`src/rtl/mem_port_arbiter.sv`:
```
// Two-port arbiter in front of a single-port synchronous memory (8-bit address, 16-bit data).
// Alternates ports under contention with bounded bursts and steers read data back to the requester.
module mem_port_arbiter #(
    parameter int BURST_MAX = 4
) (
    input  logic        clk_50MHz,
    input  logic        reset_n,
    input  logic        req0,
    input  logic        we0,
    input  logic [7:0]  addr0,
    input  logic [15:0] wdata0,
    input  logic        req1,
    input  logic        we1,
    input  logic [7:0]  addr1,
    input  logic [15:0] wdata1,
    output logic        gnt0,
    output logic        gnt1,
    output logic        rvalid0,
    output logic        rvalid1,
    output logic [15:0] rdata0,
    output logic [15:0] rdata1,
    output logic [7:0]  mem_addr,
    output logic [15:0] mem_data,
    output logic        mem_wren,
    input  logic [15:0] mem_q,
    output logic [1:0]  owner
);

    typedef struct packed {
        logic        req;
        logic        we;
        logic [7:0]  addr;
        logic [15:0] wdata;
    } port_req_t;

    localparam logic [1:0] IDLE = 2'b00;
    localparam logic [1:0] OWN0 = 2'b01;
    localparam logic [1:0] OWN1 = 2'b10;
    localparam logic [7:0] CNT_MAX = 8'(BURST_MAX - 1);

    logic [1:0] state, state_nxt, other_state;
    logic       last;
    logic [7:0] cnt;
    logic       owning, own_port, other_req, grant;
    port_req_t  pr [2];
    port_req_t  cur;

    assign pr[0] = {req0, we0, addr0, wdata0};
    assign pr[1] = {req1, we1, addr1, wdata1};

    // OWN1 is the only owning state with bit 1 set, so it doubles as the port index
    assign own_port    = state[1];
    assign owning      = (state == OWN0) || (state == OWN1);
    assign cur         = pr[own_port];
    assign other_req   = own_port ? req0 : req1;
    assign other_state = own_port ? OWN0 : OWN1;
    assign grant       = owning & cur.req;

    assign gnt0 = (state == OWN0) & req0;
    assign gnt1 = (state == OWN1) & req1;

    assign mem_addr = owning ? cur.addr  : 8'd0;
    assign mem_data = owning ? cur.wdata : 16'd0;
    assign mem_wren = grant & cur.we;

    assign rdata0 = mem_q;
    assign rdata1 = mem_q;
    assign owner  = state;

    always_comb begin
        state_nxt = state;
        case (state)
            IDLE: begin
                if (req0 && req1)
                    state_nxt = last ? OWN0 : OWN1;
                else if (req0)
                    state_nxt = OWN0;
                else if (req1)
                    state_nxt = OWN1;
            end
            OWN0, OWN1: begin
                // a dropped request hands over without a grant; a saturated burst yields after its access
                if (!cur.req)
                    state_nxt = other_req ? other_state : IDLE;
                else if (other_req && cnt == CNT_MAX)
                    state_nxt = other_state;
            end
            default: state_nxt = IDLE;
        endcase
    end

    always_ff @(posedge clk_50MHz or negedge reset_n) begin
        if (!reset_n) begin
            state   <= IDLE;
            last    <= 1'b1;
            cnt     <= 8'd0;
            rvalid0 <= 1'b0;
            rvalid1 <= 1'b0;
        end else begin
            state   <= state_nxt;
            rvalid0 <= gnt0 & ~we0;
            rvalid1 <= gnt1 & ~we1;
            if (state_nxt != state) begin
                cnt <= 8'd0;
                if (state_nxt != IDLE)
                    last <= state_nxt[1];
            end else if (grant && cnt != CNT_MAX) begin
                cnt <= cnt + 8'd1;
            end
        end
    end

endmodule

```
`config.mk`:
```
export PLATFORM = sky130hd
export DESIGN_NAME = mem_port_arbiter
export DESIGN_NICKNAME = d
export VERILOG_FILES = /design/src/rtl/mem_port_arbiter.sv
export SDC_FILE = /design/constraint.sdc
export NUM_CORES = 1
export LEC_CHECK = 0
export ABC_CLOCK_PERIOD_IN_PS = 3200
export CAP_MARGIN = 20
export CELL_PAD_IN_SITES_DETAIL_PLACEMENT = 2
export CELL_PAD_IN_SITES_GLOBAL_PLACEMENT = 2
export CORE_MARGIN = 10
export CORE_UTILIZATION = 17
export DETAILED_ROUTE_END_ITERATION = 10
export PLACE_DENSITY = 0.78
export SLEW_MARGIN = 25
export SYNTH_ARGS = -nofsm -noshare
export SYNTH_HDL_FRONTEND = slang
export SYNTH_SLANG_ARGS = --single-unit
```
`constraint.sdc`:
```
create_clock -name clk_50MHz -period 3.2 [get_ports clk_50MHz]
set_clock_uncertainty 0.2 [all_clocks]
set_input_delay 0.64 -clock clk_50MHz [delete_from_list [all_inputs] [get_ports clk_50MHz]]
set_output_delay 0.64 -clock clk_50MHz [all_outputs]
set_load 0.02 [all_outputs]
```
=== After elaboration in Yosys (flattened, before gate mapping) ===
Cells that the tools add are included.

* Register bits after elaboration: 13
* Input bits: 70
* Output and inout bits: 63

* Add/sub/neg operators: 1
* Order comparisons: 1
* Equality and inequality tests: 5
* Muxes and demuxes: 17
* Bitwise gates (word level): 9
* Reduce and logical (&&, ||, !) cells: 9

{| class="wikitable"
|+ Operator list
! kind !! count
|-
| $mux 26 || 3
|-
| $mux 8 || 3
|-
| $mux 16 || 1
|-
| $mux 2 || 8
|-
| $add 8x1->8 const B || 1
|-
| $eq 8x2->1 const B || 1
|-
| $ne 8x2->1 const B || 1
|-
| $and 1x1->1 || 6
|-
| $pmux 2 s2 || 1
|-
| $reduce_bool 2->1 || 2
|-
| $logic_and 1x1->1 || 3
|-
| $eq 2x1->1 const B || 1
|-
| $eq 2x2->1 const B || 1
|-
| $ge 2x2->1 const B || 1
|-
| $logic_not 2->1 || 1
|-
| $ne 2x2->1 || 1
|-
| $not 1->1 || 2
|-
| $not 1->2 || 1
|-
| $reduce_and 2->1 || 1
|-
| $reduce_or 2->1 || 1
|-
| $logic_or 1x1->1 || 1
|-
| $mux 1 || 1
|}

=== Depth between registers and ports, before layout ===
* Depth in word-level cells: 8
* Depth in mapped cells: 8
* Gate-level depth less buffers: 7

=== Least setup slack after synthesis ===
OpenSTA, ideal clock, no wires.

* Path type: register to output
* Start: reg state[1], in the netlist owner[1]
* End: out mem_addr[2]
* Arrival: 1.905 ns
* Required time: 2.360 ns
* Setup slack: 0.455 ns
* Cell stages (with the launch flop): 7
* Buffers on the path: 3
* Cell sequence: dfrtp_1 > buf_6 > inv_1 > ha_1 > clkbuf_1 > clkbuf_1 > nor2b_1

* Word-level cells in the longest chain between the ends: 5

{| class="wikitable"
|+ RTL lines
! element !! RTL line !! source
|-
| start, declared || 41 || <nowiki>logic [1:0] state, state_nxt, other_state;</nowiki>
|-
| start signal, assigned || 100 || <nowiki>state <= state_nxt;</nowiki>
|-
| $not 1->2 (implied by the code) || 54 || <nowiki>assign cur = pr[own_port];</nowiki>
|-
| $mux 26 (implied by the code) (3 in a row) || 54 ||
|-
| $mux 8 * || 62 || <nowiki>assign mem_addr = owning ? cur.addr : 8'd0;</nowiki>
|-
| end, declared || 22 || <nowiki>output logic [7:0] mem_addr,</nowiki>
|}

Mark *: on every way between the ends. The rest lies on a longest branch, timed or not. The select of a mux whose other input is x is not followed.

=== Worst setup path after layout ===
* Start: reg state[0], in the netlist owner[0]
* End: out mem_data[15]

* Word-level cells in the longest chain between the ends: 3

{| class="wikitable"
|+ RTL lines
! element !! RTL line !! source
|-
| $eq 2x1->1 / $eq 2x2->1 (equally long branches) || 53 || <nowiki>assign owning = (state == OWN0) || (state == OWN1);</nowiki>
|-
| $logic_or 1x1->1 * || 53 ||
|-
| $mux 16 * || 63 || <nowiki>assign mem_data = owning ? cur.wdata : 16'd0;</nowiki>
|-
| end, declared || 23 || <nowiki>output logic [15:0] mem_data,</nowiki>
|}

Mark *: on every way between the ends. The rest lies on a longest branch, timed or not.

==> run_results.csv <==
group,metric,value,unit
synthesis,syn-cell-area,0.001645,mm2
floorplanning,fp.dieArea,0.01401,mm2
layout,multi_input_area,0.001026,mm2
cts,clk_latency,0.25,ns
synthesis,synth_top_family_by_area,"simple AND/OR/NAND/NOR gates",
synthesis,synth-compound-area-share,0.07300,
worst_hold_path,hp-class,"reg -> reg",
timing,holdWs,0.3839,ns
setup_path,crit_chain,"inv_1 -> ha_1 -> buf_12 -> nor2b_1 -> clkdlybuf4s50_1",
timing,setup_viol,0,
routing,viasPerCell,4.298,
routing,via_count,1599,
setup_path,required,2.36,ns
setup_path,critPathKind,"reg -> out",
routing,drtIter0Drc,61,
synthesis,synth_area_leader_cell,"dfrtp_1",
grt,grt_pass1_wl,10.56,mm
timing,post-route-min-period,3.040,ns
grt,grt_pass1_vias,1769,
power_and_ir_drop,irDropWorstVdd,0.0003053,V
timing,rsz0062_at_grt,"no",
routing,ant_nets,0,
cts,clockBufferDepth,2,
synthesis,yosysSeqAreaShare,0.1985,
cts,cts-buffers-inserted,3,
power_and_ir_drop,fin_total_pwr,1993,uW
synthesis,postSynthCellCount,188,
timing,fmax,0.3290,GHz
timing,tightest_slew,0.7305,ns
timing,fin_setup_tns,0,ns
status,outcome,"finished clean",
cts,path_clk_slew,0.06,ns
synthesis,yosysTopAreaCellShare,0.1825,
timing,relSlewSlack,0.5085,
layout,layout-drive-gt1-share,0.1029,
layout,nFillCells,1073,
synthesis,synthTopCellsByArea,"dfrtp_1 18%, mux2i_1 16%, buf_4 15%",
cts,ctsHoldBuffers,0,
cts,cts_root_buffer,"clkbuf_8",
floorplanning,fp.dieW,118.4,um
synthesis,yosysWarningCount,0,
synthesis,ys_types,46,
routing,drc,0,
place,portBuffers,84,
setup_path,cp-start-kind,"flip-flop",
setup_path,critical_path_arrival,2.20,ns
grt,grt_util_all_layers,0.09201,
routing,wl,6.594,mm
floorplanning,die_h,118.4,um
floorplanning,rows,35,
place,gp_congestion,0.7560,
setup_path,worstPathMaxFanout,26,
cts,cts_setup_buffers,0,
timing,fin_crit_sh,0.9499,
power_and_ir_drop,powerDensity,805.5,mW/mm2
cts,cts-resized-gates,0,
routing,drt-pass1-iter-count,2,
layout,seqCellArea,327.8,um2
grt,grt_max_degree,38,
synthesis,synthArstFlopShare,1.000,
layout,diodes,0,
timing,hold_viol,0,
synthesis,ys_ff_latch,13,
cts,htree_levels,1,
grt,overflow,0,
synthesis,syn_nets,263,
setup_path,cp_slowest_stage_delay,0.64,ns
layout,synthToLayoutAreaGrowth,50.42,%
setup_path,cp_slowest_cell,"clkdlybuf4s50_1",
cts,cts_tree,"yes",
synthesis,ys.flop_type,"dfrtp_1",
floorplanning,initial_utilization,0.1764,
setup_path,endpoint_kind,"output port",
synthesis,synth_edf_count,0,
synthesis,synth-adder-area-share,0.03802,
synthesis,synth.area.mux_share,0.1673,
flow_run,cap_violations,0,
floorplanning,io_pins,133,
floorplanning,core_area,0.009328,mm2
place,dp_hpwl,5.403,mm
power_and_ir_drop,power_leakage,0.0009367,uW
synthesis,syn_avg_cell_area,8.752,um2
synthesis,yosys.area_share.xor_xnor,0.03726,
timing,finalMaxSlewViolations,0,
cts,cts.sinks,13,
grt,antenna_found_initial,0,
routing,avgRoutedWirePerCell,17.73,um
layout,nets,319,
synthesis,yosys.area_share.simple,0.3080,
-- synthesized netlist by cell type, types with 2 or more instances --
cell type / n
nor4_1: 11
and2_1: 3
buf_2: 3
nand4_1: 2
dfrtp_1: 12
nor2b_1: 26
nor3_2: 2
nand2_1: 5
inv_1: 4
nand2b_1: 2
o21ai_0: 2
xnor2_1: 4
nor3_1: 3
ha_1: 5
xor2_1: 3
nor2_1: 8
mux2i_1: 26
nand3_1: 2
clkbuf_1: 3
buf_4: 32
nand3b_1: 3
a21oi_1: 3
-- layout make-up --
cell class	instances	area share
tap	129	0.06522
clock inverter	1	0.002022
clock buffer	3	0.01668
timing repair buffer	90	0.3630
multi-input combinational	132	0.4146
inverter	4	0.006067
sequential	13	0.1325
-- cell families after synthesis --
group / Yosys count
flops: 13
compound gates: 14
mux: 27
buf+inv: 43
simple gates: 79
xor+xnor: 7
fa+ha+maj: 5
-- layout by cell type, fill, tap and decap left out, types with 2 or more instances in the layout --
| cell type | Yosys | layout |
|---|---|---|
| clkdlybuf4s50_1 | 0 | 84 |
| mux2i_1 | 26 | 26 |
| nor2b_1 | 26 | 26 |
| nor4_1 | 11 | 11 |
| dfrtp_1 | 12 | 11 |
| nor2_1 | 8 | 8 |
| nand2_1 | 5 | 5 |
| ha_1 | 5 | 5 |
| buf_4 | 32 | 5 |
| inv_1 | 4 | 4 |
| xnor2_1 | 4 | 4 |
| a21oi_1 | 3 | 3 |
| nand3b_1 | 3 | 3 |
| and2_1 | 3 | 3 |
| nor3_1 | 3 | 3 |
| xor2_1 | 3 | 3 |
| clkbuf_8 | 0 | 3 |
| nand2b_1 | 2 | 2 |
| nor3_2 | 2 | 2 |
| nand3_1 | 2 | 2 |
| o21ai_0 | 2 | 2 |
| nand4_1 | 2 | 2 |
-- per-stage QoR --
step                utilization  worst slack [ns]  cell area, um2  std cells
floorplan                     -            0.4551            1645        188
global placement         0.2604            0.2430            2429        368
detailed placement       0.2604            0.2174            2429        368
CTS                      0.2653            0.1027            2475        372
global route             0.2653           0.01782            2475        372
finish                   0.2653            0.1604            2475        372
-- state kept, by name, indices dropped and copies added, names as in the netlist --
signal and cells:
last 1, owner 2, rvalid0 1, cnt 8, rvalid1 1
-- power breakdown --
group / internal (uW) / switching (uW) / total [uW]
Clock: 86.1 / 65.9 / 152
Sequential: 203 / 28.2 / 232
Combinational: 756 / 854 / 1610
-- final timing paths --
kind,from,cells after the start,to,slack [ns]
hold / removal,last$_DFFE_PN1P_,2,last$_DFFE_PN1P_,0.38
setup / recovery,owner[0]$_DFF_PN0_,5,mem_data[15],0.16
max in group asynchronous,reset_n,1,owner[1]$_DFF_PN0_,1.71
setup reg to reg,owner[0]$_DFF_PN0_,8,cnt[0]$_DFFE_PN0P_,0.40
min in group asynchronous,reset_n,1,cnt[5]$_DFFE_PN0P_,0.60
hold reg to reg,last$_DFFE_PN1P_,2,last$_DFFE_PN1P_,0.38
-- critical path: cells and delay by family (launching register included) --
kind	cells	cell delay, ns
flops	1	0.35
buf+inv	3	0.94
fa+ha+maj	1	0.51
simple gates	1	0.15
-- layer usage --
metal / track usage / up-vias / wire length (um)
met5: 0 / - / 0
met4: 0.02595 / 0 / 110
met3: 0.03427 / 13 / 549
met2: 0.1391 / 75 / 2821
met1: 0.1194 / 765 / 3112
li1: - / 746 / -
Power figures use the tool's default switching activity.
